## src/rtl/ram_block_ctrl_pkg.sv

```systemverilog
// Shared sizing and state encoding for the block-transfer controller and its async RAM.
// Any RAM model that sits behind the controller should size itself from these constants.
package ram_block_ctrl_pkg;

  localparam int RAM_DATA_W = 8;
  localparam int RAM_ADDR_W = 8;
  localparam int RAM_DEPTH  = 11;

  typedef enum logic [2:0] {
    S_IDLE       = 3'd0,
    S_WR_ACCEPT  = 3'd1,
    S_WR_STROBE  = 3'd2,
    S_RD_ADDR    = 3'd3,
    S_RD_CAPTURE = 3'd4,
    S_RD_WAIT    = 3'd5,
    S_DONE       = 3'd6
  } state_e;

endpackage

```

## src/rtl/ram_block_ctrl.sv

```systemverilog
// Block-transfer controller in front of a level-sensitive async RAM.
// Streams a command-sized block into the RAM or out of it, with every RAM-side output registered.
//
// state        | meaning
// -------------+----------------------------------------------------------
// S_IDLE       | cmd_ready=1, waiting for a command; range-checks it
// S_WR_ACCEPT  | in_ready=1, waiting for the next write byte
// S_WR_STROBE  | mem_we high for this single cycle, address/data stable
// S_RD_ADDR    | mem_addr registered from ptr
// S_RD_CAPTURE | RAM output has settled for a full cycle, capture it
// S_RD_WAIT    | out_valid held until out_ready is sampled high
// S_DONE       | done pulse, then back to idle
module ram_block_ctrl
  import ram_block_ctrl_pkg::*;
#(
  parameter int DATA_W = RAM_DATA_W,
  parameter int ADDR_W = RAM_ADDR_W,
  parameter int DEPTH  = RAM_DEPTH
) (
  input  logic              clk,
  input  logic              rst_n,
  input  logic              cmd_valid,
  output logic              cmd_ready,
  input  logic              cmd_dir,
  input  logic [ADDR_W-1:0] cmd_base,
  input  logic [ADDR_W-1:0] cmd_len,
  input  logic              in_valid,
  output logic              in_ready,
  input  logic [DATA_W-1:0] in_data,
  output logic              out_valid,
  input  logic              out_ready,
  output logic [DATA_W-1:0] out_data,
  output logic              busy,
  output logic              done,
  output logic              err,
  output logic [ADDR_W-1:0] mem_addr,
  output logic [DATA_W-1:0] mem_wdata,
  output logic              mem_we,
  input  logic [DATA_W-1:0] mem_rdata
);

  state_e            state_q, state_d;
  logic [ADDR_W-1:0] ptr_q, ptr_d;
  logic [ADDR_W-1:0] cnt_q, cnt_d;
  logic [ADDR_W-1:0] mem_addr_d;
  logic [DATA_W-1:0] mem_wdata_d;
  logic [DATA_W-1:0] out_data_d;
  logic              mem_we_d, out_valid_d, done_d, err_d;

  // One extra bit so base+len cannot wrap past the depth limit.
  logic [ADDR_W:0]   cmd_end;
  logic [ADDR_W:0]   depth_lim;
  logic              last_word;

  assign cmd_end   = {1'b0, cmd_base} + {1'b0, cmd_len};
  assign depth_lim = (ADDR_W+1)'(DEPTH);
  assign last_word = (cnt_q == ADDR_W'(1));

  assign cmd_ready = (state_q == S_IDLE);
  assign busy      = (state_q != S_IDLE);
  assign in_ready  = (state_q == S_WR_ACCEPT);

  always_ff @(posedge clk or negedge rst_n) begin
    if (!rst_n) begin
      state_q   <= S_IDLE;
      ptr_q     <= '0;
      cnt_q     <= '0;
      mem_addr  <= '0;
      mem_wdata <= '0;
      mem_we    <= 1'b0;
      out_data  <= '0;
      out_valid <= 1'b0;
      done      <= 1'b0;
      err       <= 1'b0;
    end else begin
      state_q   <= state_d;
      ptr_q     <= ptr_d;
      cnt_q     <= cnt_d;
      mem_addr  <= mem_addr_d;
      mem_wdata <= mem_wdata_d;
      mem_we    <= mem_we_d;
      out_data  <= out_data_d;
      out_valid <= out_valid_d;
      done      <= done_d;
      err       <= err_d;
    end
  end

  always_comb begin
    state_d     = state_q;
    ptr_d       = ptr_q;
    cnt_d       = cnt_q;
    mem_addr_d  = mem_addr;
    mem_wdata_d = mem_wdata;
    mem_we_d    = 1'b0;
    out_data_d  = out_data;
    out_valid_d = out_valid;
    done_d      = 1'b0;
    err_d       = 1'b0;

    case (state_q)
      S_IDLE: begin
        if (cmd_valid) begin
          ptr_d = cmd_base;
          cnt_d = cmd_len;
          if (cmd_end > depth_lim) begin
            err_d = 1'b1;
          end else if (cmd_len == '0) begin
            state_d = S_DONE;
            done_d  = 1'b1;
          end else if (cmd_dir) begin
            state_d = S_RD_ADDR;
          end else begin
            state_d = S_WR_ACCEPT;
          end
        end
      end

      S_WR_ACCEPT: begin
        if (in_valid) begin
          mem_addr_d  = ptr_q;
          mem_wdata_d = in_data;
          mem_we_d    = 1'b1;
          state_d     = S_WR_STROBE;
        end
      end

      S_WR_STROBE: begin
        ptr_d = ptr_q + ADDR_W'(1);
        cnt_d = cnt_q - ADDR_W'(1);
        if (last_word) begin
          state_d = S_DONE;
          done_d  = 1'b1;
        end else begin
          state_d = S_WR_ACCEPT;
        end
      end

      S_RD_ADDR: begin
        mem_addr_d = ptr_q;
        state_d    = S_RD_CAPTURE;
      end

      S_RD_CAPTURE: begin
        out_data_d  = mem_rdata;
        out_valid_d = 1'b1;
        state_d     = S_RD_WAIT;
      end

      S_RD_WAIT: begin
        if (out_ready) begin
          out_valid_d = 1'b0;
          ptr_d       = ptr_q + ADDR_W'(1);
          cnt_d       = cnt_q - ADDR_W'(1);
          if (last_word) begin
            state_d = S_DONE;
            done_d  = 1'b1;
          end else begin
            state_d = S_RD_ADDR;
          end
        end
      end

      S_DONE: begin
        state_d = S_IDLE;
      end

      default: begin
        state_d = S_IDLE;
      end
    endcase
  end

endmodule

```

## config.mk

```make
export PLATFORM = sky130hd
export DESIGN_NAME = ram_block_ctrl
export DESIGN_NICKNAME = d
export VERILOG_FILES = /design/src/rtl/ram_block_ctrl_pkg.sv /design/src/rtl/ram_block_ctrl.sv
export SDC_FILE = /design/constraint.sdc
export NUM_CORES = 1
export LEC_CHECK = 0
export ABC_AREA = 1
export BUFFER_PORTS_ARGS = -buffer_cell sky130_fd_sc_hd__buf_2
export CAP_MARGIN = 15
export CORE_AREA = 2 2 72 81
export DETAILED_ROUTE_END_ITERATION = 6
export DIE_AREA = 0 0 74 83
export GPL_ROUTABILITY_DRIVEN = 0
export PLACE_DENSITY_LB_ADDON = 0.12
export SYNTH_ARGS = -nofsm -noshare
export SYNTH_HDL_FRONTEND = slang
export SYNTH_SLANG_ARGS = --single-unit
```

## constraint.sdc

```tcl
create_clock -name clk -period 1.8 [get_ports clk]
set_clock_uncertainty 0.15 [all_clocks]
set_input_delay 0.09 -clock clk [delete_from_list [all_inputs] [get_ports clk]]
set_output_delay 0.09 -clock clk [all_outputs]
set_load 0.05 [all_outputs]
```

Word level (Yosys, flattened, before mapping) --
Cells that the tools add are included.
Storage, ports and cells: memories 0, bits in latches 0, RAM bits 0, bits of input ports 38, ROM bits 0, register bits after elaboration 47
Cells by class: bitwise logic cells 0, shifts and indexed selects 0, magnitude comparators 1, reductions and logical operators 11, div/mod/pow operators 0, $mul 0, mux-type cells 30, $add $sub $neg 3, equality and inequality tests 10
Operators with widths (number):
- $pmux 8 s3 | 2
- $mux 8 | 5
- $mux 3 | 7
- $pmux 3 s6 | 1
- $pmux 8 s2 | 1
- $mux 1 | 11
- $add 8x8->9 | 1
- $gt 9x4->1 const B | 1
- $add 8x1->8 const B | 1
- $eq 8x1->1 const B | 1
- $logic_not 8->1 | 1
- $ne 2x2->1 const B | 4
- $sub 8x1->8 const B | 1
- $eq 3x2->1 const B | 2
- $eq 3x3->1 const B | 2
- $reduce_and 2->1 | 3
- $reduce_bool 3->1 | 2
- $reduce_and 4->1 | 1
- $reduce_bool 2->1 | 2
- $eq 3x1->1 const B | 1
- $logic_not 3->1 | 1
- $pmux 1 s3 | 1
- $reduce_and 3->1 | 1
- $mux 2 | 1
- $pmux 1 s2 | 1

Longest topological paths before layout --
Gate-level depths: netlist of run 1.
depth after elaboration 5, mapped depth 13, depth with buffers taken out 13

Worst setup path after synthesis of run 1 --
No wires, ideal clock.
path kind register -> register, from register state_q[1], to register mem_addr[0], stages on the path, launching flop included 7, setup time 0.125 ns, clock period less this slack 1.989 ns, data arrival time 1.714 ns, path buffers 0, slack -0.189 ns, required time 1.525 ns, cell sequence dfrtp_1 -> inv_1 -> nand2_1 -> nor2_2 -> nand2_2 -> nand2_2 -> mux2_2
Between the ends: word-level cells in the longest chain between the ends 3, elaborated cells on any way between the ends 6, classes of those cells 3 x eq/ne; 1 x mux; 2 x reduce/logical
Ends and longest elaborated chain:
- from (decl) | line ram_block_ctrl.sv:42 | state_e state_q, state_d;
- from (signal assigned) | line ram_block_ctrl.sv:76 | state_q <= state_d;
- $eq 3x1->1 (*)
- via in_ready | line ram_block_ctrl.sv:28 | output logic in_ready,
- $ne 2x2->1 (no line) / $reduce_bool 2->1 (equally long branches)
- $reduce_and 2->1 (no line)
- to (signal assigned) | line ram_block_ctrl.sv:79 | mem_addr <= mem_addr_d;
- to (decl) | line ram_block_ctrl.sv:36 | output logic [ADDR_W-1:0] mem_addr,
Mark *: on every way through the listed nets, which the timed path passes. The rest lies on a longest branch. A chain may end at the register's enable or synchronous reset.

Worst setup path in the final report of run 1 --
from register state_q[0], to output port cmd_ready
Between the ends: word-level cells in the longest chain between the ends 1
Ends and longest elaborated chain:
- $logic_not 3->1 | line ram_block_ctrl.sv:59 | assign cmd_ready = (state_q == S_IDLE);
- to (decl) | line ram_block_ctrl.sv:23 | output logic cmd_ready,
No other way between the ends.

==> summary.txt, run 1 <==
Timing
  – Max Fclk: 0.572 GHz
  – Max Slew Vio Count: 0
  – Final period util: a little over nine tenths
  – Setup Viol. Count Final: 0
  – Fin. Hold Viols: 0
  – Slew margin rel.: approximately 69%
  – Worst slew pin tran: 0.458 ns
  – RSZ-0062 raised after global routing: true
  – Post-route minimum period: ~1.7 ns

Global routing
  – Number of global-route vias before repair: between 2,000 and 2,500
  – Largest net degree at the start of global routing: 22
  – GRT Overall Usage: around 22%
  – First-pass GRT wire length: between 10,000 and 15,000 um
  – Total overflow reported by the global router: 0
  – Number of antenna violations at the first check in global routing: 0

Finish
  – Sequential Area: ~1200 sq um
  – Fin nets: between 500 and 600
  – Non-filler instance count after layout: roughly 530
  – # diodes: 0
  – Multi-input gate area: 1400 sq um
  – Area growth, synth to finish: 36.4%
  – Ratio of cells with drive above 1 in the final layout: about 28%
  – Fillers: between 400 and 500

Floorplan
  – DIE WIDTH: between 70 and 80 um
  – DIE AREA: 6140 sq um
  – Chip height: about 83 um
  – Starting density of the core: roughly half
  – Std-Cell Core Area: roughly 5300 sq um
  – Rows: 28
  – I/O pin cnt: slightly below 70

Yosys
  – Asr flop ratio synth: 100%
  – Cell Area, Synth: around 2700 sq um
  – Sequential-to-total area share from yosys stat: between 40% and 50%
  – Seq cells post-synth: 47
  – Syn Inst Count: between 300 and 400
  – Yosys cell types: 32
  – Yosys warns: 0
  – Syn_area_per_cell: about 8 sq um
  – Most common flop cell mapped by yosys: dfrtp_1
  – Post-synth EDFFs: 0
  – Syn_nets: 391

Worst hold path
  – Worst Hold Class: primary input to flop
  – Worst Hold End: cnt_q[5]
  – HP Start: cmd_len[5]
  – Hold path depth: 3

Setup path
  – R2R cell count: 7
  – R2R Path End: cnt_q[6]
  – Worst Setup End Kind: primary output
  – CP Data Arrival Time: 1.51 ns
  – R2r setup slk: 0.13 ns
  – Required time of the critical path: between 1.5 and 2 ns
  – Crit start category: flop
  – R2R Path Start: state_q[0]
  – Crit path max fanout: 5
  – Critical Setup Path Class: flop to primary output

Clocking
  – CTS H-tree depth: 2
  – Clock tree from TritonCTS: yes
  – Total CTS buffers: 5
  – Root Buffer Master: clkbuf_8
  – Worst-Skew Late Latency: 0.30 ns
  – Clock transition at path regs: around 0.09 ns
  – Clock buffer depth: 2
  – Clk sinks: 47

Routing
  – Post-route ant nets: 0
  – Via density: around 5
  – DRT Wirelength: 6590 um
  – Drt first pass iters: 5
  – Wire per inst: 12.3 um
  – DRC: 0
  – Via total after detailed routing: 2,613
  – DRT iter0 DRCs: roughly 120

Power
  – Peak VDD IR: 0.700 mV
  – Total design power: around 0.0066 W
  – Leak: 1.90 nW
  – Power density over the cells: approximately 1800 nW/um^2

Status
  – Status: complete, no violations

Flow run
  – Max Cap Viol: 0

Placement
  – HPWL after DPL: approximately 4700 um
  – Placed cells: about 500
  – I/O Buffers: a little under 70
critical path, stage by stage (launching register included):
cell     delay [ns]
dfrtp_1        0.46
nor2_4         0.16
nand2_4        0.10
buf_4          0.17
inv_1          0.13
buf_6          0.18
stage by stage:
step,worst slack [ns],setup TNS (ns),hold WS [ns],cell area (sq um),utilization [%]
after floorplan,0.0163,0,-0.356,2750,-
after global placement,-0.134,-1.18,-0.0849,3210,60.8
after detailed placement,-0.163,-2.04,-0.0827,3210,60.8
after CTS,0.0212,0,0.0116,3660,69.2
after global routing,-0.00885,-0.00886,0.0153,3740,70.8
final,0.0532,0,0.0112,3740,70.8
cells by family after synthesis:
kind of cell	Yosys count	synth area share, %
buffers and inverters	50	8.16
xor gates and xnor gates	9	2.87
and+or+nand+nor	164	24.8
adders and majority gates	12	5.75
DFF	47	42.9
AOI/OAI and AO/OA	48	11.0
muxes	11	4.51
repair_timing:
action / CTS / global route
endpoints found under the setup margin: 17 / 21
resized for setup: 3 / 9
hold buffers: 31 / 0
pin swaps: 1 / 4
hold endpoints to repair: 53 / 0
gates cloned: 1 / 0
setup buffers: 0 / 5
power breakdown:
part	switching, W	internal, W
sequential	0.000288	0.00156
clock	0.000378	0.000419
combinational	0.00266	0.00131
total	0.00333	0.00328
cells in the mapped netlist (3+ instances only):
cell | instances | area (sq um)
nand2_1 | 87 | 327
dfrtp_1 | 47 | 1180
nor2_1 | 44 | 165
inv_1 | 37 | 139
nand3_1 | 19 | 95.1
o21ai_0 | 14 | 70.1
ha_1 | 11 | 138
mux2_2 | 11 | 124
xor2_1 | 9 | 78.8
a21oi_1 | 8 | 40.0
o21ai_1 | 8 | 40.0
nor3_1 | 5 | 25.0
inv_2 | 4 | 15.0
o22ai_1 | 4 | 25.0
a31oi_1 | 3 | 18.8
buf_4 | 3 | 22.5
buf_6 | 3 | 33.8
nand4_1 | 3 | 18.8
o211ai_1 | 3 | 22.5
cell type report:
| class | instances | share of cell area, % |
|---|---|---|
| inverters | 42 | 4.21 |
| clock buffers | 5 | 1.84 |
| repair buffers | 117 | 21.5 |
| multi-input cells | 245 | 37.3 |
| flip-flops and latches | 47 | 31.5 |
| clock inverters | 3 | 1.24 |
| well taps | 75 | 2.51 |
worst max-delay path by stage:
stage,start,cells after the start,slack (ns),end
after floorplan,state_q[0],6,0.02,state_q[1]
after global placement,cmd_base[0],14,-0.13,state_q[1]
after detailed placement,cmd_base[0],14,-0.16,state_q[0]
after CTS,state_q[0],5,0.02,cmd_ready
after global routing,cmd_base[0],14,-0.009,state_q[0]
final,state_q[0],5,0.05,cmd_ready
metal layers:
layer | GRT usage (%) | up-vias | part of all wire [%]
met5 | 0 | - | 0
met4 | 5.95 | 0 | 1.3
met3 | 3.16 | 7 | 5.7
met2 | 38.6 | 91 | 49
met1 | 28.0 | 1175 | 44
li1 | - | 1340 | -
flip-flops by register name, indices dropped and copies added, names as in the netlist:
register / cells
out_data: 8
mem_we: 1
out_valid: 1
mem_wdata: 8
done: 1
state_q: 3
err: 1
ptr_q: 8
mem_addr: 8
cnt_q: 8
cells in the final DEF (no fill, tap or decap), types with 4 or more instances in the layout:
cell type and n:
a21oi_1 8, buf_2 67, buf_4 17, clkbuf_8 5
dfrtp_1 46, dlygate4sd3_1 31, ha_1 11, inv_1 37
inv_2 4, mux2_2 11, nand2_1 86, nand3_1 19
nor2_1 41, nor3_1 4, o21ai_0 14, o21ai_1 8
o22ai_1 4, xor2_1 9
(Power assumes the default switching activity.)
==> run 2, diff against run 1 <==
--- a/config.mk
+++ b/config.mk
@@ -5,12 +5,11 @@
 export SDC_FILE = /design/constraint.sdc
 export NUM_CORES = 1
 export LEC_CHECK = 0
-export ABC_AREA = 1
 export BUFFER_PORTS_ARGS = -buffer_cell sky130_fd_sc_hd__buf_2
 export CAP_MARGIN = 15
-export CORE_AREA = 2 2 72 81
+export CORE_AREA = 2 2 71 80
 export DETAILED_ROUTE_END_ITERATION = 6
-export DIE_AREA = 0 0 74 83
+export DIE_AREA = 0 0 73 82
 export GPL_ROUTABILITY_DRIVEN = 0
 export PLACE_DENSITY_LB_ADDON = 0.12
 export SYNTH_ARGS = -nofsm -noshare
==> run 2 against run 1 <==
Compared with the run above:
- sequential power about the same
- critical path depth down 1
- critical endpoint unchanged
- core utilization up 2.8 points
- non-clock buffer count up 15
- final area up 2.6%
- highest routed layer unchanged
- worst setup slack worse by 0.032 ns
==> summary.txt, run 2 <==
Clocking
  – Root Buffer Master: clkbuf_8
  – Clock transition at path regs: 0.09 ns
  – Clk sinks: 47
  – Worst-Skew Late Latency: slightly below 0.3 ns
  – CTS H-tree depth: 2
  – Clock buffer depth: 2
  – Clock tree from TritonCTS: yes
  – Total CTS buffers: 5

Timing
  – Max Slew Vio Count: 0
  – Final period util: slightly below 100%
  – Setup TNS: 0 ns
  – Slew margin rel.: 71.3%
  – Worst hold margin: roughly 0.035 ns
  – RSZ-0062 raised after global routing: true
  – Setup Viol. Count Final: 0
  – Max Fclk: 0.562 GHz
  – Worst slew pin tran: between 0.4 and 0.5 ns
  – Fin. Hold Viols: 0
  – Post-route minimum period: approximately 1.8 ns

Yosys
  – Yosys cell types: between 50 and 60
  – Most frequent cell after synthesis: dfrtp_1
  – Sequential-to-total area share from yosys stat: roughly 44%
  – Syn_area_per_cell: 10.3 sq um
  – Syn Inst Count: 260
  – Most common flop cell mapped by yosys: dfrtp_1
  – Yosys top cell by area: dfrtp_1
  – Asr flop ratio synth: 100%
  – Post-synth EDFFs: 0
  – Yosys warns: 0
  – Cell Area, Synth: between 2000 and 3000 sq um
  – Post-synth top cells: dfrtp_1 (47), a21oi_1 (20), nand2_1 (17)
  – Area contributors post-synth: dfrtp_1 (44%), mux2_2 (6.3%), ha_1 (5.2%)
  – Area fraction of the dominant cell type after synthesis: between 40% and 50%
  – Syn_nets: 310
  – Seq cells post-synth: between 40 and 50

Setup path
  – Crit-path cells: buf_6, or3_4, inv_4, buf_8
  – Critical Setup Path Class: flop to primary output
  – CP Data Arrival Time: between 1.5 and 2 ns
  – CP max stage delay: 0.43 ns
  – Required time of the critical path: 1.56 ns
  – Slowest CP cell: dfrtp_1
  – Crit path max fanout: 9
  – Cell family with most CP delay: flip-flops
  – Crit start category: flop
  – Worst Setup End Kind: primary output
  – Worst path buffer plus inverter count: 3

Floorplan
  – Rows: 28
  – Std-Cell Core Area: roughly 5200 sq um
  – DIE WIDTH: between 70 and 80 um
  – DIE AREA: 5990 sq um
  – Starting density of the core: roughly half
  – I/O pin cnt: ~70
  – Chip height: slightly above 80 um

Power
  – Power density over the cells: approximately 1600 nW/um^2
  – Peak VDD IR: around 1.1 mV
  – Leak: roughly 1.8 nW
  – Total design power: 0.00598 W

Global routing
  – Total overflow reported by the global router: 0
  – GRT Overall Usage: roughly 23%
  – Number of antenna violations at the first check in global routing: 0
  – Number of global-route vias before repair: approximately 2,500
  – First-pass GRT wire length: 10,800 um
  – Largest net degree at the start of global routing: 48

Finish
  – Multi-input gate area: around 1500 sq um
  – Most frequent cells in the layout: buf_2 (67), dfrtp_1 (46), buf_4 (34), dlygate4sd3_1 (21), a21oi_1 (20)
  – Area growth, synth to finish: 43.8%
  – Fillers: about 380
  – Fin nets: between 400 and 500
  – Leading cell type in the layout, fill and taps excluded: buf_2
  – Ratio of cells with drive above 1 in the final layout: between 40% and 50%
  – Non-filler instance count after layout: between 400 and 500
  – # diodes: 0
  – Sequential Area: 1180 sq um
  – Final instance area: 3840 sq um

Placement
  – Placed cells: 420
  – I/O Buffers: 68
  – HPWL after DPL: approximately 4800 um
  – Placed cell area: ~3400 sq um

Routing
  – DRC: 0
  – Post-route ant nets: 0
  – Via density: ~5.6
  – Wire per inst: 14.6 um
  – Via total after detailed routing: between 2,000 and 3,000
  – Drt first pass iters: 4
  – DRT iter0 DRCs: about 180
  – DRT Wirelength: approximately 6600 um

Flow run
  – Max Cap Viol: 0

Worst hold path
  – Worst Hold Class: primary input to flop

Status
  – Status: complete, no violations
==> run 2: cell types whose count changed after synthesis, moves of 4 or more <==
cell and change:
o21ai_0 -6, nand3_1 -12, xor2_1 -9, mux2_2 +4, mux2_1 +9, o2bb2ai_1 +4, inv_1 -28, a21oi_1 +12
a211oi_1 +5, nand2b_1 +5, buf_2 +4, nand2_1 -70, o21ai_1 -4, nor2_1 -28
==> run 2: worst paths after layout <==
path	start	endpoint	slack, ns	cells after the start
setup / recovery	state_q[0]	cmd_ready	0.02	4
hold / removal	cmd_base[3]	ptr_q[3]	0.03	3
setup reg to reg	state_q[2]	ptr_q[6]	0.03	8
hold reg to reg	mem_wdata[2]	mem_wdata[2]	0.34	1
max in group asynchronous	rst_n	ptr_q[2]	1.13	3
min in group asynchronous	rst_n	state_q[2]	0.14	3
==> run 2: area by class of cell <==
type | count | share of cell area [%]
multi-input cells | 193 | 38.9
flip-flops and latches | 47 | 30.6
repair buffers | 132 | 24.9
clock buffers | 6 | 2.15
well taps | 60 | 1.95
inverters | 10 | 1.04
clock inverters | 2 | 0.423
==> run 2: timing repair <==
| item | in CTS | in global routing |
|---|---|---|
| setup buffers | 0 | 1 |
| endpoints found under the setup margin | 16 | 26 |
| endpoints found under the hold margin | 69 | 0 |
| pin swaps | 0 | 6 |
| resized for setup | 4 | 19 |
| hold buffers | 21 | 0 |
==> run 2: kinds of logic after synthesis <==
| kind of cell | after synthesis | synth area share (%) |
|---|---|---|
| buf+inv | 20 | 3.23 |
| simple gates | 80 | 16.6 |
| flops | 47 | 44.0 |
| xor+xnor | 2 | 0.656 |
| mux | 27 | 11.2 |
| compound gates | 72 | 18.4 |
| fa+ha+maj | 12 | 5.90 |
==> run 2: stage by stage <==
step                      setup slack (ns)  util, %
after floorplan                    -0.0249        -
after global placement              -0.178     66.0
final                               0.0212     73.6
after detailed placement            -0.231     66.0
after CTS                          -0.0739     72.1
after global routing               -0.0395     73.6
==> run 2: power by group <==
part | internal, W | leakage, nW | switching [W] | total [W]
Sequential | 0.00154 | 0.571 | 0.000339 | 0.00188
Combinational | 0.00120 | 1.19 | 0.00222 | 0.00342
Clock | 0.000314 | 0.0474 | 0.000362 | 0.000675
Total | 0.00305 | 1.81 | 0.00292 | 0.00598
==> run 2: routing by layer <==
metal	vias to the layer above	share of wire, %	global-route usage, %
met2	85	53	41.7
met4	0	2.2	6.48
met3	14	4.8	3.31
li1	1219	-	-
met1	1190	40	27.5
met5	-	0	0
==> run 2: worst reg2reg max path: cells and delay by family, from the launching register on <==
family          cells  cell delay [ns]
flops               1             0.44
simple gates        1             0.23
buf+inv             3             0.41
compound gates      4             0.45
